$ cat config.mk
export PLATFORM = sky130hd
export DESIGN_NAME = reg_arith_decoder
export DESIGN_NICKNAME = d
export VERILOG_FILES = /design/src/rtl/reg_arith_decoder.sv
export SDC_FILE = /design/constraint.sdc
export NUM_CORES = 1
export LEC_CHECK = 0
export BUFFER_PORTS_ARGS = -buffer_cell sky130_fd_sc_hd__clkbuf_2
export CAP_MARGIN = 20
export CORE_MARGIN = 4
export CORE_UTILIZATION = 30
export DETAILED_ROUTE_END_ITERATION = 8
export PLACE_DENSITY_LB_ADDON = 0.12
export REMOVE_ABC_BUFFERS = 1
export SLEW_MARGIN = 20
export SYNTH_ARGS = -nofsm -noshare
export SYNTH_HDL_FRONTEND = slang
export SYNTH_SLANG_ARGS = --single-unit
$ cat constraint.sdc
create_clock -name clk -period 1.5 [get_ports clk]
set_input_delay 0.45 -clock clk [delete_from_list [all_inputs] [get_ports clk]]
set_output_delay 0.45 -clock clk [all_outputs]
set_load 0.1 [all_outputs]
$ cat src/rtl/reg_arith_decoder.sv
// R-type arithmetic decoder (OP, plus OP-32 at XLEN=64, optional M-extension)
// feeding a two-entry skid buffer with a registered in_ready.
package reg_arith_pkg;
    typedef enum logic [4:0] {
        rak_invalid = 5'd0,
        rak_add, rak_sub, rak_sll, rak_slt, rak_sltu, rak_xor, rak_srl, rak_sra,
        rak_or, rak_and,
        rak_mul, rak_mulh, rak_mulhsu, rak_mulhu, rak_div, rak_divu, rak_rem, rak_remu
    } reg_arith_kind_t;

    typedef struct packed {
        reg_arith_kind_t kind;
        logic            word;
        logic            illegal;
        logic [4:0]      rd;
        logic [4:0]      rs1;
        logic [4:0]      rs2;
    } rad_entry_t;
endpackage

module reg_arith_decoder
    import reg_arith_pkg::*;
#(
    parameter int XLEN     = 32,
    parameter bit ENABLE_M = 1'b0
) (
    input  logic            clk,
    input  logic            rst,
    input  logic            in_valid,
    output logic            in_ready,
    input  logic [31:0]     in_instr,
    output logic            out_valid,
    input  logic            out_ready,
    output reg_arith_kind_t out_kind,
    output logic            out_word,
    output logic [4:0]      out_rd,
    output logic [4:0]      out_rs1,
    output logic [4:0]      out_rs2,
    output logic            out_illegal
);
    typedef enum logic [1:0] {S_EMPTY, S_ONE, S_TWO} buf_state_t;

    localparam logic [6:0] OPC_OP   = 7'b0110011;
    localparam logic [6:0] OPC_OP32 = 7'b0111011;

    buf_state_t      state_q, state_d;
    rad_entry_t      main_q, main_d;
    rad_entry_t      skid_q, skid_d;
    logic            in_ready_q, in_ready_d;
    rad_entry_t      dec;
    reg_arith_kind_t kind_v;
    logic            is_op, is_w;
    logic [6:0]      opc, f7;
    logic [2:0]      f3;
    logic            in_xfer, out_xfer;

    assign opc   = in_instr[6:0];
    assign f3    = in_instr[14:12];
    assign f7    = in_instr[31:25];
    assign is_op = (opc == OPC_OP);
    assign is_w  = (XLEN == 64) && (opc == OPC_OP32);

    always_comb begin
        kind_v = rak_invalid;
        if (is_op) begin
            case (f7)
                7'b0000000: begin
                    case (f3)
                        3'd0: kind_v = rak_add;
                        3'd1: kind_v = rak_sll;
                        3'd2: kind_v = rak_slt;
                        3'd3: kind_v = rak_sltu;
                        3'd4: kind_v = rak_xor;
                        3'd5: kind_v = rak_srl;
                        3'd6: kind_v = rak_or;
                        3'd7: kind_v = rak_and;
                    endcase
                end
                7'b0100000: begin
                    if (f3 == 3'd0)      kind_v = rak_sub;
                    else if (f3 == 3'd5) kind_v = rak_sra;
                end
                7'b0000001: begin
                    if (ENABLE_M) begin
                        case (f3)
                            3'd0: kind_v = rak_mul;
                            3'd1: kind_v = rak_mulh;
                            3'd2: kind_v = rak_mulhsu;
                            3'd3: kind_v = rak_mulhu;
                            3'd4: kind_v = rak_div;
                            3'd5: kind_v = rak_divu;
                            3'd6: kind_v = rak_rem;
                            3'd7: kind_v = rak_remu;
                        endcase
                    end
                end
                default: ;
            endcase
        end else if (is_w) begin
            case (f7)
                7'b0000000: begin
                    if (f3 == 3'd0)      kind_v = rak_add;
                    else if (f3 == 3'd1) kind_v = rak_sll;
                    else if (f3 == 3'd5) kind_v = rak_srl;
                end
                7'b0100000: begin
                    if (f3 == 3'd0)      kind_v = rak_sub;
                    else if (f3 == 3'd5) kind_v = rak_sra;
                end
                7'b0000001: begin
                    if (ENABLE_M) begin
                        case (f3)
                            3'd0:    kind_v = rak_mul;
                            3'd4:    kind_v = rak_div;
                            3'd5:    kind_v = rak_divu;
                            3'd6:    kind_v = rak_rem;
                            3'd7:    kind_v = rak_remu;
                            default: ;
                        endcase
                    end
                end
                default: ;
            endcase
        end
    end

    // word is only reported for a legal W-form op; an illegal word carries no width meaning.
    always_comb begin
        dec         = '0;
        dec.kind    = kind_v;
        dec.illegal = (kind_v == rak_invalid);
        dec.word    = is_w && (kind_v != rak_invalid);
        dec.rd      = in_instr[11:7];
        dec.rs1     = in_instr[19:15];
        dec.rs2     = in_instr[24:20];
    end

    assign in_xfer  = in_valid && in_ready_q;
    assign out_xfer = (state_q != S_EMPTY) && out_ready;

    always_comb begin
        state_d = state_q;
        main_d  = main_q;
        skid_d  = skid_q;
        case (state_q)
            S_EMPTY: begin
                if (in_xfer) begin
                    main_d  = dec;
                    state_d = S_ONE;
                end
            end
            S_ONE: begin
                if (in_xfer && out_xfer) begin
                    main_d = dec;
                end else if (in_xfer) begin
                    skid_d  = dec;
                    state_d = S_TWO;
                end else if (out_xfer) begin
                    state_d = S_EMPTY;
                end
            end
            S_TWO: begin
                if (out_xfer) begin
                    main_d  = skid_q;
                    state_d = S_ONE;
                end
            end
            default: state_d = S_EMPTY;
        endcase
        // Registered from next state so in_ready never depends on out_ready combinationally.
        in_ready_d = (state_d != S_TWO);
    end

    always_ff @(posedge clk or posedge rst) begin
        if (rst) begin
            state_q    <= S_EMPTY;
            main_q     <= '0;
            skid_q     <= '0;
            in_ready_q <= 1'b0;
        end else begin
            state_q    <= state_d;
            main_q     <= main_d;
            skid_q     <= skid_d;
            in_ready_q <= in_ready_d;
        end
    end

    assign in_ready    = in_ready_q;
    assign out_valid   = (state_q != S_EMPTY);
    assign out_kind    = main_q.kind;
    assign out_word    = main_q.word;
    assign out_illegal = main_q.illegal;
    assign out_rd      = main_q.rd;
    assign out_rs1     = main_q.rs1;
    assign out_rs2     = main_q.rs2;
endmodule

==> flow_metrics.py, run 1 <==
metrics = {
    "outcome": {
        "status": "complete, but fails checks",
        "violations": "negative setup slack",
    },
    "detailed_routing": {
        "routedWlPerCell_um": 14.1,
        "drc": 0,
        "drt_pass1_iterations": 4,
        "vias": 1904,
        "ant_nets": 0,
        "viasPerCell": 4.80,
        "wl_mm": 5.60,
        "drtIter0Drc": 94,
    },
    "yosys": {
        "yosysUniqueCellTypes": 34,
        "syn_inst": 237,
        "ys_seq_elements": 43,
        "netlist.area_leader.share": 0.524,
        "synthArstFlopShare": 1.00,
        "synth.most_common_cell": "nand2_1",
        "avgSynthCellArea_um2": 8.66,
        "netlist_area_um2": 2050,
        "synth_common_cells": "nand2_1, dfrtp_1, nor2_1, a31oi_1, inv_1",
        "ys_top_cells_by_area": "dfrtp_1, nand2_1, a31oi_1",
        "ys_seq_area_frac": 0.524,
        "synthFlopType": "dfrtp_1",
        "yosys.area.top_type": "dfrtp_1",
        "synth_edf_count": 0,
        "yosys_warnings": 0,
    },
    "timing": {
        "hold_viol": 0,
        "worst_slack_ps": -139,
        "period_needed_ps": 1640,
        "period_share": 1.09,
        "tns_ps": -139,
        "fin_skew_ps": 1.94,
        "setup_viol": 1,
        "grt_setup_unrepaired": "yes",
        "fmax_ghz": 0.610,
        "slew_violations": 0,
    },
    "worst_setup_path": {
        "arrival_ps": 1190,
        "rr_startpoint": "state_q[0]$_DFF_PP0_",
        "worstSetupEndpointType": "primary output",
        "r2r_setup_slack_ps": 70,
        "path_cells": "buf_6, or2_4, buf_12",
        "cp_max_fo": 2,
        "critPathKind": "flip-flop to primary output",
        "cpPeakStageDelay_ps": 390,
        "crit_buf_inv": 2,
        "startpoint_type": "flip-flop",
        "ff2ff_path_depth": 9,
        "crit_slowest_cell": "dfrtp_1",
        "cp_top_family": "flip-flops",
        "required_ps": 1050,
        "r2r_end": "state_q[1]$_DFF_PP0_",
    },
    "clocking": {
        "clockBufferDepth": 2,
        "cts_tree": "done",
        "cts.sinks": 43,
        "path_clk_slew_ps": 80,
        "clk_latency_ps": 290,
        "hold_buffers": 0,
        "cts-buffers-inserted": 5,
        "cts-root-buf": "clkbuf_8",
        "htreeDepth": 2,
    },
    "die": {
        "die_area_um2": 8230,
        "core_area_um2": 6490,
        "rows": 29,
        "die_h_um": 90.7,
        "start_util": 0.316,
        "die_width_um": 90.7,
        "io_pins": 60,
    },
    "pwr": {
        "finalPower_w": 0.00760,
        "p_seq_frac": 0.265,
        "switching_share": 0.494,
        "p_leak_nw": 1.55,
        "pwr-share-comb": 0.620,
        "ir_worst_vdd_uv": 1380,
        "p_switching_w": 0.00375,
        "powerDensity_nw_per_um2": 2390,
        "intPower_w": 0.00385,
        "p_clk_frac": 0.114,
    },
    "global_routing": {
        "grt_max_degree": 44,
        "grt_pass1_wl_mm": 9.46,
        "grt_overflow": 0,
        "antenna_found_initial": 0,
        "grt_pass1_vias": 1895,
        "grt_use_total": 0.144,
    },
    "cells_and_area": {
        "n_antenna_cell": 0,
        "area_delta_synth_final_pct": 55.1,
        "drive_above_1_share": 0.347,
        "layout.cells.non_filler": 397,
        "final_cell_area_um2": 3180,
        "fin_nets": 360,
    },
    "placed_design": {
        "dp_cells": 380,
        "hpwl_mm": 3.38,
        "placed_area_um2": 2880,
        "post-place-ws_ps": -285,
        "port_buffers": 57,
        "routabilityCongestion": 0.762,
    },
    "run": {
        "drv_cap": 0,
    },
    "worst_hold_path": {
        "hp-class": "input pin to async pin",
    },
}
==> area by class of cell <==
class                   count  area [um2]
repair buffers             84         901
multi-input cells         179         968
inverters                   7        38.8
clock buffers               6        72.6
clock inverters             1        30.0
flip-flops and latches     43        1080
well taps                  77        96.3
fillers                   620        3310
==> cell usage in the layout, fill, tap and decap left out, drive strengths merged <==
cell type | Yosys | routed
nand2 | 92 | 92
buf | 8 | 51
dfrtp | 43 | 43
clkbuf | 5 | 39
nor2 | 27 | 27
a31oi | 18 | 18
inv | 7 | 7
a31o | 1 | 5
nand3 | 5 | 5
a21oi | 4 | 4
ha | 4 | 4
nor2b | 3 | 3
mux2i | 2 | 2
conb | 1 | 2
nor4 | 2 | 2
nor3 | 2 | 2
and2 | 1 | 1
nand3b | 1 | 1
o31a | 1 | 1
o41ai | 1 | 1
nor4bb | 1 | 1
and3b | 1 | 1
nand4 | 1 | 1
o21ai | 1 | 1
a221oi | 1 | 1
o31ai | 1 | 1
o22ai | 1 | 1
o211ai | 1 | 1
or2 | 1 | 1
bufinv | 0 | 1
==> registers in the layout, indices dropped and copies added, names as in the netlist <==
register     cells
in_ready         1
out_rd           5
out_illegal      1
skid_q          20
out_rs2          5
out_rs1          5
out_kind         4
state_q          2
==> kinds of logic (layout without fill, tap and decap cells) <==
family	after synthesis	count (layout)	share of synthesized area
mux	2	2	0.00975
simple gates	137	137	0.286
fa+ha+maj	4	4	0.0244
other cells	1	2	0.00183
buf+inv	20	98	0.0524
compound gates	30	34	0.102
flops	43	43	0.524
==> worst reg2reg max path, delay by kind of cell (launching register included) <==
family | cells | cell delay (ps)
buffers and inverters | 6 | 710
DFF | 1 | 390
and+or+nand+nor | 3 | 280
==> routing by layer <==
layer  part of all wire  global-route usage
met1               0.48               0.195
met2               0.46               0.226
met3              0.043              0.0367
met4              0.015              0.0459
met5                  0                   0
==> power groups by stage <==
stage,combinational (W),sequential [W],clock [W]
global route,0.00495,0.00208,0.000945
floorplan,0.000930,0.00371,0
finish,0.00472,0.00201,0.000870
global placement,0.00437,0.00203,0
CTS,0.00465,0.00202,0.000901
detailed placement,0.00439,0.00205,0
==> how the worst max path moves through the flow <==
stage	start	end	slack (ps)	cells past startpoint
6_report	state_q[0]$_DFF_PP0_	out_valid	-140	3
5_1_grt	state_q[0]$_DFF_PP0_	out_valid	-180	3
4_1_cts	state_q[0]$_DFF_PP0_	out_valid	-160	3
3_3_place_gp	in_instr[13]	out_illegal$_DFFE_PP0P_	-210	8
3_5_place_dp	in_instr[13]	out_illegal$_DFFE_PP0P_	-290	8
2_1_floorplan	in_ready$_DFF_PP0_	out_illegal$_DFFE_PP0P_	-690	5
==> timing repair <==
action	in CTS	in global routing
pin swaps	2	6
resized for setup	8	22
gates cloned	4	0
setup buffers	2	4
endpoints found under the setup margin	20	24
==> metrics by stage <==
stage                      util  hold slack (ps)
final                     0.490              158
after global routing      0.490              179
after CTS                 0.473              167
after detailed placement  0.444              462
after global placement    0.444              455
after floorplan               -              439
(Power assumes the default switching activity.)
==> run 2, diff against run 1 <==
--- a/config.mk
+++ b/config.mk
@@ -7,7 +7,6 @@
 export LEC_CHECK = 0
 export BUFFER_PORTS_ARGS = -buffer_cell sky130_fd_sc_hd__clkbuf_2
 export CAP_MARGIN = 20
-export CORE_MARGIN = 4
 export CORE_UTILIZATION = 30
 export DETAILED_ROUTE_END_ITERATION = 8
 export PLACE_DENSITY_LB_ADDON = 0.12
==> run 2 against run 1 <==
Compared with the run above: the flow finishes with violations (design-rule violations, negative setup slack); power shrank 2.3%; clock power shrank 17%; clock skew grew 5.3 ps; non-clock buffer count grew 9; via count shrank 2.1%; count of clock-buffer cells in the layout is the same; worst hold slack gained 5.6 ps; utilization grew 0.12 points; wire length shrank 7.1%; sequential power is essentially flat; critical endpoint unchanged.
==> flow_metrics.py, run 2 (synthesized netlist as in run 1, its figures left out) <==
metrics = {
    "worst_setup_path": {
        "arrival_ps": 1100,
        "critPathKind": "flip-flop to primary output",
        "crit_start": "state_q[1]$_DFF_PP0_",
        "cp_max_fo": 2,
        "required_ps": 1050,
        "r2r_setup_slack_ps": 20,
        "rr_startpoint": "state_q[0]$_DFF_PP0_",
        "worstSetupEndpointType": "primary output",
        "r2r_end": "out_illegal$_DFFE_PP0P_",
        "startpoint_type": "flip-flop",
        "crit_end": "out_valid",
        "ff2ff_path_depth": 7,
    },
    "placed_design": {
        "routabilityCongestion": 0.830,
        "port_buffers": 57,
        "post-place-ws_ps": -287,
        "placed_area_um2": 2910,
        "hpwl_mm": 3.48,
    },
    "clocking": {
        "path_clk_slew_ps": 90,
        "cts-buffers-inserted": 5,
        "clk_latency_ps": 290,
        "cts.sinks": 43,
        "cts-root-buf": "clkbuf_8",
        "clockBufferDepth": 2,
        "htreeDepth": 2,
        "cts_tree": "done",
    },
    "detailed_routing": {
        "routedWlPerCell_um": 12.9,
        "ant_nets": 0,
        "vias": 1864,
        "drc": 5,
        "wl_mm": 5.21,
        "drtIter0Drc": 99,
        "viasPerCell": 4.63,
        "drt_pass1_iterations": 8,
    },
    "cells_and_area": {
        "mostFrequentLayoutCells": "nand2_1, dfrtp_1, clkbuf_2, buf_4",
        "n_antenna_cell": 0,
        "final_common_cell": "nand2_1",
        "drive_above_1_share": 0.359,
        "top_register": "skid_q",
        "largest_reg_flops": 20,
        "fill_cells": 607,
        "fin_nets": 365,
        "final_cell_area_um2": 3190,
        "area_delta_synth_final_pct": 55.5,
    },
    "timing": {
        "period_needed_ps": 1550,
        "period_share": 1.03,
        "slew_violations": 0,
        "fin_skew_ps": 7.21,
        "worst_slack_ps": -49.0,
        "fmax_ghz": 0.646,
        "grt_setup_unrepaired": "yes",
        "whs_ps": 164,
        "hold_viol": 0,
        "setup_viol": 1,
    },
    "global_routing": {
        "grt_max_degree": 44,
        "use_met2": 0.243,
        "grt_pass1_wl_mm": 8.25,
        "grt-busiest-layer": "met2",
        "grt_use_total": 0.146,
        "grt_overflow": 0,
        "grt_pass1_vias": 1771,
        "antenna_found_initial": 0,
        "grtUsageMet3": 0.0334,
        "use_met1": 0.187,
    },
    "pwr": {
        "p_seq_frac": 0.271,
        "intPower_w": 0.00373,
        "switching_share": 0.497,
        "ir_worst_vdd_uv": 1420,
        "pwr-share-comb": 0.631,
        "p_clk_frac": 0.097,
        "powerDensity_nw_per_um2": 2330,
        "p_leak_nw": 1.57,
        "p_switching_w": 0.00369,
    },
    "die": {
        "rows": 29,
        "die_width_um": 84.7,
        "start_util": 0.316,
        "core_area_um2": 6490,
        "die_h_um": 84.7,
        "die_area_um2": 7180,
        "io_pins": 60,
    },
    "run": {
        "drv_cap": 0,
    },
    "outcome": {
        "status": "complete, but fails checks",
        "violations": "design-rule violations, negative setup slack",
    },
    "worst_hold_path": {
        "hp-class": "input pin to async pin",
    },
}
==> run 2: worst max-delay path, stage by stage (launching register included) <==
cell and delay, ps:
dfrtp_1 390, or2_4 240, buf_12 170
==> run 2: cell type report <==
cell class	instances	area, um2	share of cell area
flip-flops and latches	43	1080	0.337
repair buffers	93	986	0.309
inverters	7	26.3	0.00823
clock inverters	2	12.5	0.00392
well taps	77	96.3	0.0302
multi-input cells	175	922	0.289
clock buffers	6	72.6	0.0227
==> run 2: per-layer routing <==
| layer | up-vias | share of wire |
|---|---|---|
| li1 | 949 | - |
| met1 | 875 | 0.48 |
| met2 | 34 | 0.48 |
| met3 | 6 | 0.032 |
| met4 | 0 | 0.010 |
| met5 | - | 0 |
==> run 2: how the worst min path moves through the flow <==
stage	startpoint	to	slack (ps)
2_1_floorplan	skid_q[19]$_DFFE_PP0P_	skid_q[19]$_DFFE_PP0P_	440
3_3_place_gp	skid_q[19]$_DFFE_PP0P_	skid_q[19]$_DFFE_PP0P_	460
3_5_place_dp	skid_q[19]$_DFFE_PP0P_	skid_q[19]$_DFFE_PP0P_	460
4_1_cts	rst	skid_q[10]$_DFFE_PP0P_	170
5_1_grt	rst	out_rd[1]$_DFFE_PP0P_	170
6_report	rst	out_rd[1]$_DFFE_PP0P_	160
==> run 2: what timing repair did <==
action | CTS | global route
pin swaps | 5 | 6
hold buffers | 0 | 0
hold endpoints to repair | 0 | 0
setup buffers | 5 | 2
gates cloned | 0 | 4
setup endpoints to repair | 2 | 35
resized for setup | 5 | 16
==> run 2: power by group through the flow <==
| stage | registers (W) | logic (W) | clock network, W |
|---|---|---|---|
| 6_report | 0.00202 | 0.00469 | 0.000724 |
| 5_1_grt | 0.00208 | 0.00492 | 0.000803 |
| 4_1_cts | 0.00202 | 0.00449 | 0.000759 |
| 3_5_place_dp | 0.00206 | 0.00441 | 0 |
| 3_3_place_gp | 0.00204 | 0.00438 | 0 |
| 2_1_floorplan | 0.00371 | 0.000930 | 0 |
==> run 2: per-stage QoR <==
step                instances  power, W  TNS, ps  utilization
floorplan                 225   0.00464   -25950            -
finish                    403   0.00743    -49.0        0.491
CTS                       397   0.00727    -89.6        0.471
global route              403   0.00780    -1080        0.491
global placement          384   0.00642    -1170        0.448
detailed placement        384   0.00647    -1240        0.448
==> run 3, diff against run 2 <==
--- a/config.mk
+++ b/config.mk
@@ -7,7 +7,7 @@
 export LEC_CHECK = 0
 export BUFFER_PORTS_ARGS = -buffer_cell sky130_fd_sc_hd__clkbuf_2
 export CAP_MARGIN = 20
-export CORE_UTILIZATION = 30
+export CORE_UTILIZATION = 46
 export DETAILED_ROUTE_END_ITERATION = 8
 export PLACE_DENSITY_LB_ADDON = 0.12
 export REMOVE_ABC_BUFFERS = 1
==> run 3 against run 2 <==
Compared with the run above: the run ends with negative setup slack left; sequential power increased by 2%; global-route usage increased by 10 points; clock skew about the same; utilization increased by 30 points; first-iteration DRC count increased by 71%; die area decreased by 34%; sequential share of layout area decreased by 0.71 points; clock power increased by 46%; setup slack got worse by 110 ps; sequential cell count unchanged; design area increased by 2.3%.
==> flow_metrics.py, run 3 (synthesized netlist as in run 1, its figures left out) <==
metrics = {
    "outcome": {
        "status": "complete, but fails checks",
        "violations": "negative setup slack",
    },
    "timing": {
        "fmax_ghz": 0.602,
        "tns_ps": -866,
        "worst_slack_ps": -162,
        "slew_violations": 0,
        "grt_setup_unrepaired": "yes",
        "period_share": 1.11,
        "hold_viol": 0,
        "period_needed_ps": 1660,
        "setup_viol": 28,
        "fin_skew_ps": 7.43,
    },
    "cells_and_area": {
        "top_register": "skid_q",
        "fill_cells": 259,
        "n_antenna_cell": 0,
        "largest_reg_flops": 20,
        "final_common_cell": "nand2_1",
        "fin_nets": 367,
        "mostFrequentLayoutCells": "nand2_1, dfrtp_1, clkbuf_2, buf_4, buf_12",
        "area_delta_synth_final_pct": 59.0,
        "layout.cells.non_filler": 378,
        "drive_above_1_share": 0.402,
        "final_cell_area_um2": 3260,
    },
    "pwr": {
        "ir_worst_vdd_uv": 1390,
        "finalPower_w": 0.00806,
        "powerDensity_nw_per_um2": 2470,
        "p_leak_nw": 1.58,
    },
    "clocking": {
        "clockBufferDepth": 2,
        "htreeDepth": 2,
        "cts-buffers-inserted": 5,
        "clk_latency_ps": 290,
        "cts_tree": "done",
        "cts-root-buf": "clkbuf_8",
        "path_clk_slew_ps": 80,
        "cts.sinks": 43,
    },
    "worst_setup_path": {
        "path_cells": "buf_6, or2_4, buf_12",
        "ff2ff_path_depth": 8,
        "r2r_end": "out_rs1[3]$_DFFE_PP0P_",
        "arrival_ps": 1210,
        "rr_startpoint": "state_q[0]$_DFF_PP0_",
        "cp_max_fo": 2,
        "cpPeakStageDelay_ps": 400,
        "required_ps": 1050,
        "r2r_setup_slack_ps": -50,
        "cp_top_family": "flip-flops",
        "worstSetupEndpointType": "primary output",
        "startpoint_type": "flip-flop",
        "critPathKind": "flip-flop to primary output",
        "crit_buf_inv": 2,
        "crit_slowest_cell": "dfrtp_1",
    },
    "placed_design": {
        "routabilityCongestion": 0.802,
        "dp_cells": 354,
        "placed_area_um2": 2830,
        "port_buffers": 57,
        "hpwl_mm": 3.28,
    },
    "die": {
        "start_util": 0.495,
        "core_area_um2": 4140,
        "die_area_um2": 4730,
        "io_pins": 60,
        "rows": 23,
        "die_h_um": 68.8,
        "die_width_um": 68.8,
    },
    "global_routing": {
        "grt_pass1_wl_mm": 8.51,
        "antenna_found_initial": 0,
        "grt_max_degree": 44,
        "grt_overflow": 0,
        "grt_use_total": 0.248,
        "grt_pass1_vias": 1949,
    },
    "detailed_routing": {
        "drt_pass1_iterations": 5,
        "vias": 2079,
        "ant_nets": 0,
        "routedWlPerCell_um": 16.0,
        "drtIter0Drc": 169,
        "drc": 0,
        "wl_mm": 6.06,
        "viasPerCell": 5.50,
    },
    "worst_hold_path": {
        "hp-class": "input pin to async pin",
    },
    "run": {
        "drv_cap": 0,
    },
}
run 3: cell types whose count changed in the layout (fill, tap and decap cells not counted), moves of 2 or more:
cell       previous run  this run
nor2_1               25        16
bufinv_16             0         2
nor2_2                2        10
clkbuf_16             2         0
a31o_4                1         7
run 3: metal layers:
| metal | global-route usage | vias up | wire, um |
|---|---|---|---|
| met5 | 0 | - | 0 |
| met3 | 0.0559 | 13 | 401 |
| met2 | 0.433 | 94 | 3050 |
| met1 | 0.306 | 997 | 2520 |
| met4 | 0.0689 | 0 | 84 |
| li1 | - | 975 | - |
run 3: timing repair:
item | CTS | global route
buffers inserted | 1 | 8
pin swaps | 1 | 11
setup endpoints to repair | 4 | 30
gates resized for setup | 4 | 37
cloned | 2 | 5
hold buffers | 0 | 0
run 3: worst max path at each step:
stage                         start                       to  slack, ps  cells after the start
6_report       state_q[0]$_DFF_PP0_                out_valid       -160                      3
5_1_grt        state_q[0]$_DFF_PP0_                out_valid       -180                      3
2_1_floorplan    in_ready$_DFF_PP0_  out_illegal$_DFFE_PP0P_       -690                      5
3_3_place_gp           in_instr[12]  out_illegal$_DFFE_PP0P_       -210                      8
4_1_cts        state_q[0]$_DFF_PP0_                out_valid       -160                      3
3_5_place_dp           in_instr[13]  out_illegal$_DFFE_PP0P_       -280                      8
run 3: cell type report:
| cell class | instances | area [um2] | share of cell area |
|---|---|---|---|
| clock buffer | 6 | 72.6 | 0.0222 |
| clock inverter | 2 | 60.1 | 0.0184 |
| inverter | 7 | 30.0 | 0.00920 |
| multi-input combinational | 181 | 1060 | 0.325 |
| sequential | 43 | 1080 | 0.330 |
| tap | 50 | 62.6 | 0.0192 |
| timing repair buffer | 89 | 902 | 0.276 |
run 3: where the power goes:
group          total (W)  internal [W]  switching (W)
registers        0.00206       0.00163       0.000430
logic            0.00494       0.00183        0.00310
clock network    0.00106      0.000666       0.000394
total            0.00806       0.00413        0.00393
run 3: tightest hold or removal path, delay by kind of cell:
| kind | cells | cell delay (ps) |
|---|---|---|
| buffers and inverters | 3 | 380 |
run 3: stage by stage:
step	util	hold slack, ps	setup WS [ps]
after floorplan	-	439	-688
after global placement	0.683	458	-208
after detailed placement	0.683	459	-280
after CTS	0.725	172	-155
after global routing	0.788	185	-182
final	0.788	158	-162
